`src/rtl/mc_pkg.sv`:
```
// mc_pkg -- shared definitions for the multicycle controller and its datapath.
//   state_e  : controller state encodings (also visible on state_o)
//   IT_*     : instruction class codes decoded from the IR
//   PCSRC_*  : PC source mux selects
//   SRCB_*   : ALU B-operand mux selects
//   ALU_ADD  : ALU opcode used for PC increment and address calculation
//   ctrl_t   : bundle of every control output, in port order
package mc_pkg;

  typedef enum logic [2:0] {
    ST_FETCH  = 3'd0,
    ST_DECODE = 3'd1,
    ST_EXEC   = 3'd2,
    ST_MEM    = 3'd3,
    ST_WB     = 3'd4,
    ST_TRAP   = 3'd5
  } state_e;

  localparam logic [2:0] IT_ALU_REG = 3'd0;
  localparam logic [2:0] IT_ALU_IMM = 3'd1;
  localparam logic [2:0] IT_LOAD    = 3'd2;
  localparam logic [2:0] IT_STORE   = 3'd3;
  localparam logic [2:0] IT_BRANCH  = 3'd4;
  localparam logic [2:0] IT_JUMP    = 3'd5;

  localparam logic [1:0] PCSRC_INC    = 2'd0;
  localparam logic [1:0] PCSRC_BRANCH = 2'd1;
  localparam logic [1:0] PCSRC_TRAP   = 2'd2;

  localparam logic [1:0] SRCB_REG = 2'd0;
  localparam logic [1:0] SRCB_IMM = 2'd1;
  localparam logic [1:0] SRCB_ONE = 2'd2;

  localparam logic [2:0] ALU_ADD = 3'd0;

  localparam logic [1:0] COND_ALWAYS = 2'd0;
  localparam logic [1:0] COND_Z      = 2'd1;
  localparam logic [1:0] COND_N      = 2'd2;
  localparam logic [1:0] COND_V      = 2'd3;

  typedef struct packed {
    logic [2:0] aluoperation;
    logic [1:0] pcsrc;
    logic       pcwrite;
    logic       mems;
    logic       memread;
    logic       memwrite;
    logic       loadir;
    logic       regwrite;
    logic       srca;
    logic       loadf;
    logic [1:0] srcb;
    logic       irq_ack;
    logic       bus_err;
  } ctrl_t;

  // Classes 6 and 7 are unassigned and must trap.
  function automatic logic is_illegal(input logic [2:0] it);
    return it > IT_JUMP;
  endfunction

  function automatic logic branch_taken(input logic [1:0] cond, input logic z,
                                        input logic n, input logic v);
    case (cond)
      COND_ALWAYS: return 1'b1;
      COND_Z:      return z;
      COND_N:      return n;
      default:     return v;
    endcase
  endfunction

endpackage

```
`src/rtl/mc_wait_timer.sv`:
```
// mc_wait_timer -- counts consecutive memory wait cycles.
//   clk, rst : clock and synchronous active-high reset
//   clr      : restart the count (controller changed state)
//   en       : this cycle is a wait cycle (memory not ready)
//   expired  : count has reached MEM_TIMEOUT
// The count saturates at MEM_TIMEOUT; TW must be wide enough that
// 2**TW > MEM_TIMEOUT.
module mc_wait_timer #(
  parameter int MEM_TIMEOUT = 15,
  parameter int TW          = 8
) (
  input  logic clk,
  input  logic rst,
  input  logic clr,
  input  logic en,
  output logic expired
);

  localparam logic [TW-1:0] LIMIT = TW'(MEM_TIMEOUT);

  logic [TW-1:0] cnt_q, cnt_d;

  always_comb begin
    cnt_d = cnt_q;
    if (clr) begin
      cnt_d = '0;
    end else if (en && (cnt_q != LIMIT)) begin
      cnt_d = cnt_q + 1'b1;
    end
  end

  always_ff @(posedge clk) begin
    if (rst) begin
      cnt_q <= '0;
    end else begin
      cnt_q <= cnt_d;
    end
  end

  // Expiry is judged against the registered count, so a mem_ready arriving
  // in the same cycle the count reaches the limit still wins.
  assign expired = (cnt_q == LIMIT);

endmodule

```
`src/rtl/mc_ctrl.sv`:
```
// mc_ctrl -- multicycle CPU control unit.
//   clk, rst        : clock, synchronous active-high reset
//   it, opc, C      : instruction class, ALU opcode, branch condition from IR
//   z, n, v         : registered datapath flags
//   mem_ready       : memory completes the current access this cycle
//   irq             : level interrupt request
//   aluoperation, pcsrc, pcwrite, mems, memread, memwrite, loadir,
//   regwrite, srca, loadf, srcb : datapath controls (combinational)
//   irq_ack, bus_err : one-cycle event pulses
//   state_o          : current state encoding
module mc_ctrl
  import mc_pkg::*;
#(
  parameter int MEM_TIMEOUT = 15,
  parameter bit IRQ_EN      = 1'b1,
  parameter int TW          = 8
) (
  input  logic       clk,
  input  logic       rst,
  input  logic [2:0] it,
  input  logic [2:0] opc,
  input  logic [1:0] C,
  input  logic       z,
  input  logic       n,
  input  logic       v,
  input  logic       mem_ready,
  input  logic       irq,
  output logic [2:0] aluoperation,
  output logic [1:0] pcsrc,
  output logic       pcwrite,
  output logic       mems,
  output logic       memread,
  output logic       memwrite,
  output logic       loadir,
  output logic       regwrite,
  output logic       srca,
  output logic       loadf,
  output logic [1:0] srcb,
  output logic       irq_ack,
  output logic       bus_err,
  output logic [2:0] state_o
);

  state_e state_q, state_d;
  // Set on every FETCH entry except the one straight out of TRAP, so a
  // still-asserted irq cannot trap again before one instruction runs.
  logic   entry_q, entry_d;
  logic   expired;
  logic   timer_en, timer_clr;
  ctrl_t  ctl;
  ctrl_t  ctl_o;

  always_comb begin
    ctl     = '0;
    state_d = state_q;
    case (state_q)
      ST_FETCH: begin
        if (IRQ_EN && entry_q && irq) begin
          ctl.irq_ack = 1'b1;
          state_d     = ST_TRAP;
        end else if (mem_ready) begin
          ctl.memread      = 1'b1;
          ctl.loadir       = 1'b1;
          ctl.pcwrite      = 1'b1;
          ctl.pcsrc        = PCSRC_INC;
          ctl.srcb         = SRCB_ONE;
          ctl.aluoperation = ALU_ADD;
          state_d          = ST_DECODE;
        end else if (expired) begin
          ctl.bus_err = 1'b1;
          state_d     = ST_TRAP;
        end else begin
          ctl.memread = 1'b1;
        end
      end
      ST_DECODE: begin
        if (it == IT_JUMP) begin
          ctl.pcwrite = 1'b1;
          ctl.pcsrc   = PCSRC_BRANCH;
          state_d     = ST_FETCH;
        end else if (is_illegal(it)) begin
          ctl.bus_err = 1'b1;
          state_d     = ST_TRAP;
        end else begin
          state_d = ST_EXEC;
        end
      end
      ST_EXEC: begin
        case (it)
          IT_ALU_REG, IT_ALU_IMM: begin
            ctl.aluoperation = opc;
            ctl.srca         = 1'b1;
            ctl.srcb         = (it == IT_ALU_IMM) ? SRCB_IMM : SRCB_REG;
            ctl.loadf        = 1'b1;
            state_d          = ST_WB;
          end
          IT_LOAD, IT_STORE: begin
            ctl.aluoperation = ALU_ADD;
            ctl.srca         = 1'b1;
            ctl.srcb         = SRCB_IMM;
            state_d          = ST_MEM;
          end
          IT_BRANCH: begin
            if (branch_taken(C, z, n, v)) begin
              ctl.pcwrite = 1'b1;
              ctl.pcsrc   = PCSRC_BRANCH;
            end
            state_d = ST_FETCH;
          end
          default: state_d = ST_FETCH;
        endcase
      end
      ST_MEM: begin
        ctl.mems = 1'b1;
        if (mem_ready || !expired) begin
          ctl.memread  = (it == IT_LOAD);
          ctl.memwrite = (it != IT_LOAD);
          if (mem_ready) begin
            state_d = (it == IT_LOAD) ? ST_WB : ST_FETCH;
          end
        end else begin
          // Timed out: abandon the access rather than keep driving it.
          ctl.bus_err = 1'b1;
          state_d     = ST_TRAP;
        end
      end
      ST_WB: begin
        ctl.regwrite = 1'b1;
        state_d      = ST_FETCH;
      end
      ST_TRAP: begin
        ctl.pcwrite = 1'b1;
        ctl.pcsrc   = PCSRC_TRAP;
        state_d     = ST_FETCH;
      end
      default: state_d = ST_FETCH;
    endcase
  end

  always_comb begin
    entry_d = entry_q;
    if (state_q == ST_FETCH) begin
      entry_d = 1'b0;
    end
    if ((state_d == ST_FETCH) && (state_q != ST_FETCH)) begin
      entry_d = (state_q != ST_TRAP);
    end
  end

  always_ff @(posedge clk) begin
    if (rst) begin
      state_q <= ST_FETCH;
      entry_q <= 1'b1;
    end else begin
      state_q <= state_d;
      entry_q <= entry_d;
    end
  end

  assign timer_en  = ((state_q == ST_FETCH) || (state_q == ST_MEM)) && !mem_ready;
  assign timer_clr = (state_d != state_q);

  mc_wait_timer #(
    .MEM_TIMEOUT(MEM_TIMEOUT),
    .TW         (TW)
  ) u_wait (
    .clk    (clk),
    .rst    (rst),
    .clr    (timer_clr),
    .en     (timer_en),
    .expired(expired)
  );

  // Outputs are forced quiet while reset is held so no access can leak out.
  assign ctl_o        = rst ? '0 : ctl;
  assign aluoperation = ctl_o.aluoperation;
  assign pcsrc        = ctl_o.pcsrc;
  assign pcwrite      = ctl_o.pcwrite;
  assign mems         = ctl_o.mems;
  assign memread      = ctl_o.memread;
  assign memwrite     = ctl_o.memwrite;
  assign loadir       = ctl_o.loadir;
  assign regwrite     = ctl_o.regwrite;
  assign srca         = ctl_o.srca;
  assign loadf        = ctl_o.loadf;
  assign srcb         = ctl_o.srcb;
  assign irq_ack      = ctl_o.irq_ack;
  assign bus_err      = ctl_o.bus_err;
  assign state_o      = rst ? ST_FETCH : state_q;

endmodule

```
`config.mk`:
```
export PLATFORM = sky130hd
export DESIGN_NAME = mc_ctrl
export DESIGN_NICKNAME = d
export VERILOG_FILES = /design/src/rtl/mc_pkg.sv /design/src/rtl/mc_wait_timer.sv /design/src/rtl/mc_ctrl.sv
export SDC_FILE = /design/constraint.sdc
export NUM_CORES = 1
export LEC_CHECK = 0
export BUFFER_PORTS_ARGS = -buffer_cell sky130_fd_sc_hd__buf_4
export CAP_MARGIN = 5
export CORE_UTILIZATION = 46
export CTS_CLUSTER_SIZE = 14
export DETAILED_ROUTE_END_ITERATION = 12
export PLACE_DENSITY = 0.76
export SYNTH_ARGS = -nofsm -noshare
export SYNTH_HDL_FRONTEND = slang
export SYNTH_HIERARCHICAL = 1
export SYNTH_SLANG_ARGS = --single-unit
```
`constraint.sdc`:
```
create_clock -name clk -period 2.1 [get_ports clk]
set_input_delay 0.525 -clock clk [delete_from_list [all_inputs] [get_ports clk]]
set_output_delay 0.525 -clock clk [all_outputs]
set_load 0.02 [all_outputs]
```
==> flow_summary.ini <==
[logic_synthesis]
async_flop_share_pct = 0
synth-seq-cells = 12
synth_top_area_cell = dfxtp_1
synth-edff-count = 0
synth-warning-count = 6
syn_inst = 143
synth_area_mm2 = 0.001135
synth_top_area_share_pct = 21.17
synth_nets = 159
synth_cell_type_count = 58
synth_area_leaders = dfxtp_1, nor2_1, a21oi_1
ys_seq_area_share_pct = 21.17
avgSynthCellArea_um2 = 7.936
synthFlopType = dfxtp_1

[floorplanning]
die_w_um = 51.67
dieArea_mm2 = 0.002670
coreArea_mm2 = 0.002276
fp.dieH_um = 51.67
placementRows = 17
start_util_pct = 49.86
pin_count = 35

[pwr]
seqPwrFrac_pct = 25.9
sw_frac_of_total_pct = 39.62
powerDensity_mw_per_mm2 = 534.1
ir_drop_mv = 0.4457
p_clk_share_pct = 13.3
p_comb_share_pct = 60.8
switchingPower_mw = 0.4088
static-leakage-power_nw = 0.8167
p_int_mw = 0.6230

[timing]
max_clock_freq_ghz = 0.4364
rsz0062_at_grt = true
drv_slew = 0
fin_crit_sh_pct = 109.1
period_needed_ps = 2292
skew_ps = 2.740
timing.slew.headroom_pct = 78.47
timing.hold.ws_ps = 588.0
worstMarginPinSlew_ps = 321.6
setup_violations = 16
setup_slack_ps = -191.7
hold_violations = 0

[detailed_routing]
routed_via_density = 5.871
drc = 0
avgRoutedWirePerCell_um = 16.54
num_vias = 1409
first_iter_violations = 53
ant_nets = 0
first_pass_iters = 4
wirelength_um = 3969

[outcome]
status = complete, but fails checks
violations = setup timing

[finish]
mostFrequentLayoutCell = buf_4
design_area_mm2 = 0.001932
final_cell_mix = buf_4, buf_6, nand2_1
nets = 230
area_growth_pct = 70.23
antenna_cells = 0
drive_gt1_share_pct = 59.91
fillCellCount = 114

[clock_tree]
cts_made_buffers = 3
htreeDepth = 1
clockRootBuffer = clkbuf_4
clockBufferDepth = 2
cts_tree = done
cts_hold_buf = 0
cts.sinks = 12
clock_latency_ps = 260
clkTransAtPathRegs_ps = 70

[worst_setup_path]
slowest_stage = dfxtp_4
crit_type = register to output port
r2r-end = u_wait/cnt_q[7]
required_ps = 1570
cp.arrival_ps = 1770
crit_buf_inv = 2
critical_path.startpoint_type = register
r2r_start = u_wait/cnt_q[7]
crit_fanout = 6
cp_top_family = simple AND/OR/NAND/NOR gates
max_stage_delay_ps = 380
cp_cell_sequence = buf_4, and2_2, nor2_1, nor4b_4, o21bai_4, buf_6
critical_path.endpoint_type = output port
r2r_cells = 9
ff2ff_setup_slack_ps = -140

[global_routing]
grt_pass1_wl_um = 5906
grt-ovfl-total = 0
grt_pass1_vias = 1305
antenna_found_initial = 0
groute.usage.overall_pct = 29.35
grt_max_degree = 15

[placed_design]
io_buffer_count = 34
gp_congestion = 0.8297
placed_cell_area_mm2 = 0.001608
dp_hpwl_um = 2613

[min_path]
hold_class = register to register
hp-start = u_wait/cnt_q[6]
hold_end = u_wait/cnt_q[6]
hold_depth = 2

[job]
cap_violations = 0
## tightest hold or removal path, delay by kind of cell, from the launching register on
kind,cells,cell delay [ps]
AOI/OAI and AO/OA,2,190
DFF,1,350
## cells in the mapped netlist (2+ instances only)
cell and number:
nor3_1 2, dfxtp_1 12, o21a_1 2, a21oi_1 10, and2_1 4, inv_1 5, or2_1 2, mux2i_1 4
nand3_1 4, o21ai_0 4, or3_1 4, nand2b_1 3, nor2b_1 5, or3_4 2, a31oi_1 3, o211ai_1 2
a211oi_1 2, buf_4 3, nand2_1 12, buf_2 3, nor2_1 16, a311oi_1 2, and3_1 2
## repair_timing
action	CTS	global route
setup endpoints to repair	21	21
setup buffers	7	6
resized for setup	33	19
pin swaps	15	10
## worst max-delay path by stage
stage / start / end / slack (ps) / cells after the start
6_report: state_q[1] / pcwrite / -190 / 6
5_1_grt: u_wait/cnt_q[7] / u_wait/cnt_q[0] / -280 / 9
4_1_cts: C[0] / pcwrite / -250 / 7
3_5_place_dp: C[0] / pcwrite / -280 / 7
3_3_place_gp: C[0] / pcwrite / -170 / 7
2_1_floorplan: C[0] / pcwrite / -120 / 5
## sequential cells by signal, indices dropped and copies added (netlist names)
| signal | count |
|---|---|
| u_wait/cnt_q | 8 |
| entry_q | 1 |
| state_q | 3 |
## power by group through the flow
| stage | combinational, mW | sequential, mW | clock [mW] |
|---|---|---|---|
| floorplan | 0.299 | 0.267 | 0 |
| global placement | 0.439 | 0.275 | 0 |
| detailed placement | 0.456 | 0.277 | 0 |
| CTS | 0.539 | 0.268 | 0.143 |
| global route | 0.664 | 0.270 | 0.148 |
| finish | 0.627 | 0.267 | 0.137 |
## routing by layer
layer  routed length, um  part of all wire [%]  GRT usage, %
met5                   0                     0             0
met4                 138                   3.5         6.306
met3                 232                   5.8         6.433
met2                2006                    51         53.03
met1                1591                    40         35.11
## cells by family (layout without fill, tap and decap cells)
kind of cell / after synthesis / in the layout / synth area share [%]
AND/OR/NAND/NOR: 73 / 73 / 39.80
AO/OA/AOI/OAI: 38 / 38 / 26.35
buffers and inverters: 13 / 82 / 6.284
flip-flops: 12 / 12 / 21.17
multiplexers: 5 / 5 / 4.520
adder cells (fa/ha/maj): 1 / 1 / 1.102
XOR/XNOR: 1 / 1 / 0.7719
## area by class of cell
cell class / instances / area, um^2 / share of cell area (%)
inverter: 5 / 18.77 / 0.9715
timing repair buffer: 74 / 623.1 / 32.25
sequential: 12 / 251.5 / 13.02
multi-input combinational: 118 / 980.9 / 50.78
clock buffer: 3 / 22.52 / 1.166
tap: 28 / 35.03 / 1.813
## per-stage QoR
| stage | util, % | setup TNS [ps] | setup WS, ps | power (mW) | instances |
|---|---|---|---|---|---|
| floorplan | - | -317.6 | -120.5 | 0.5658 | 143 |
| global placement | 70.64 | -708.7 | -169.0 | 0.7141 | 224 |
| detailed placement | 70.64 | -1165 | -275.6 | 0.7334 | 224 |
| CTS | 79.82 | -1041 | -248.6 | 0.9500 | 234 |
| global route | 84.88 | -2865 | -276.8 | 1.083 | 240 |
| finish | 84.88 | -1123 | -191.7 | 1.032 | 240 |
No activity file was read; power rests on OpenSTA's default activity.
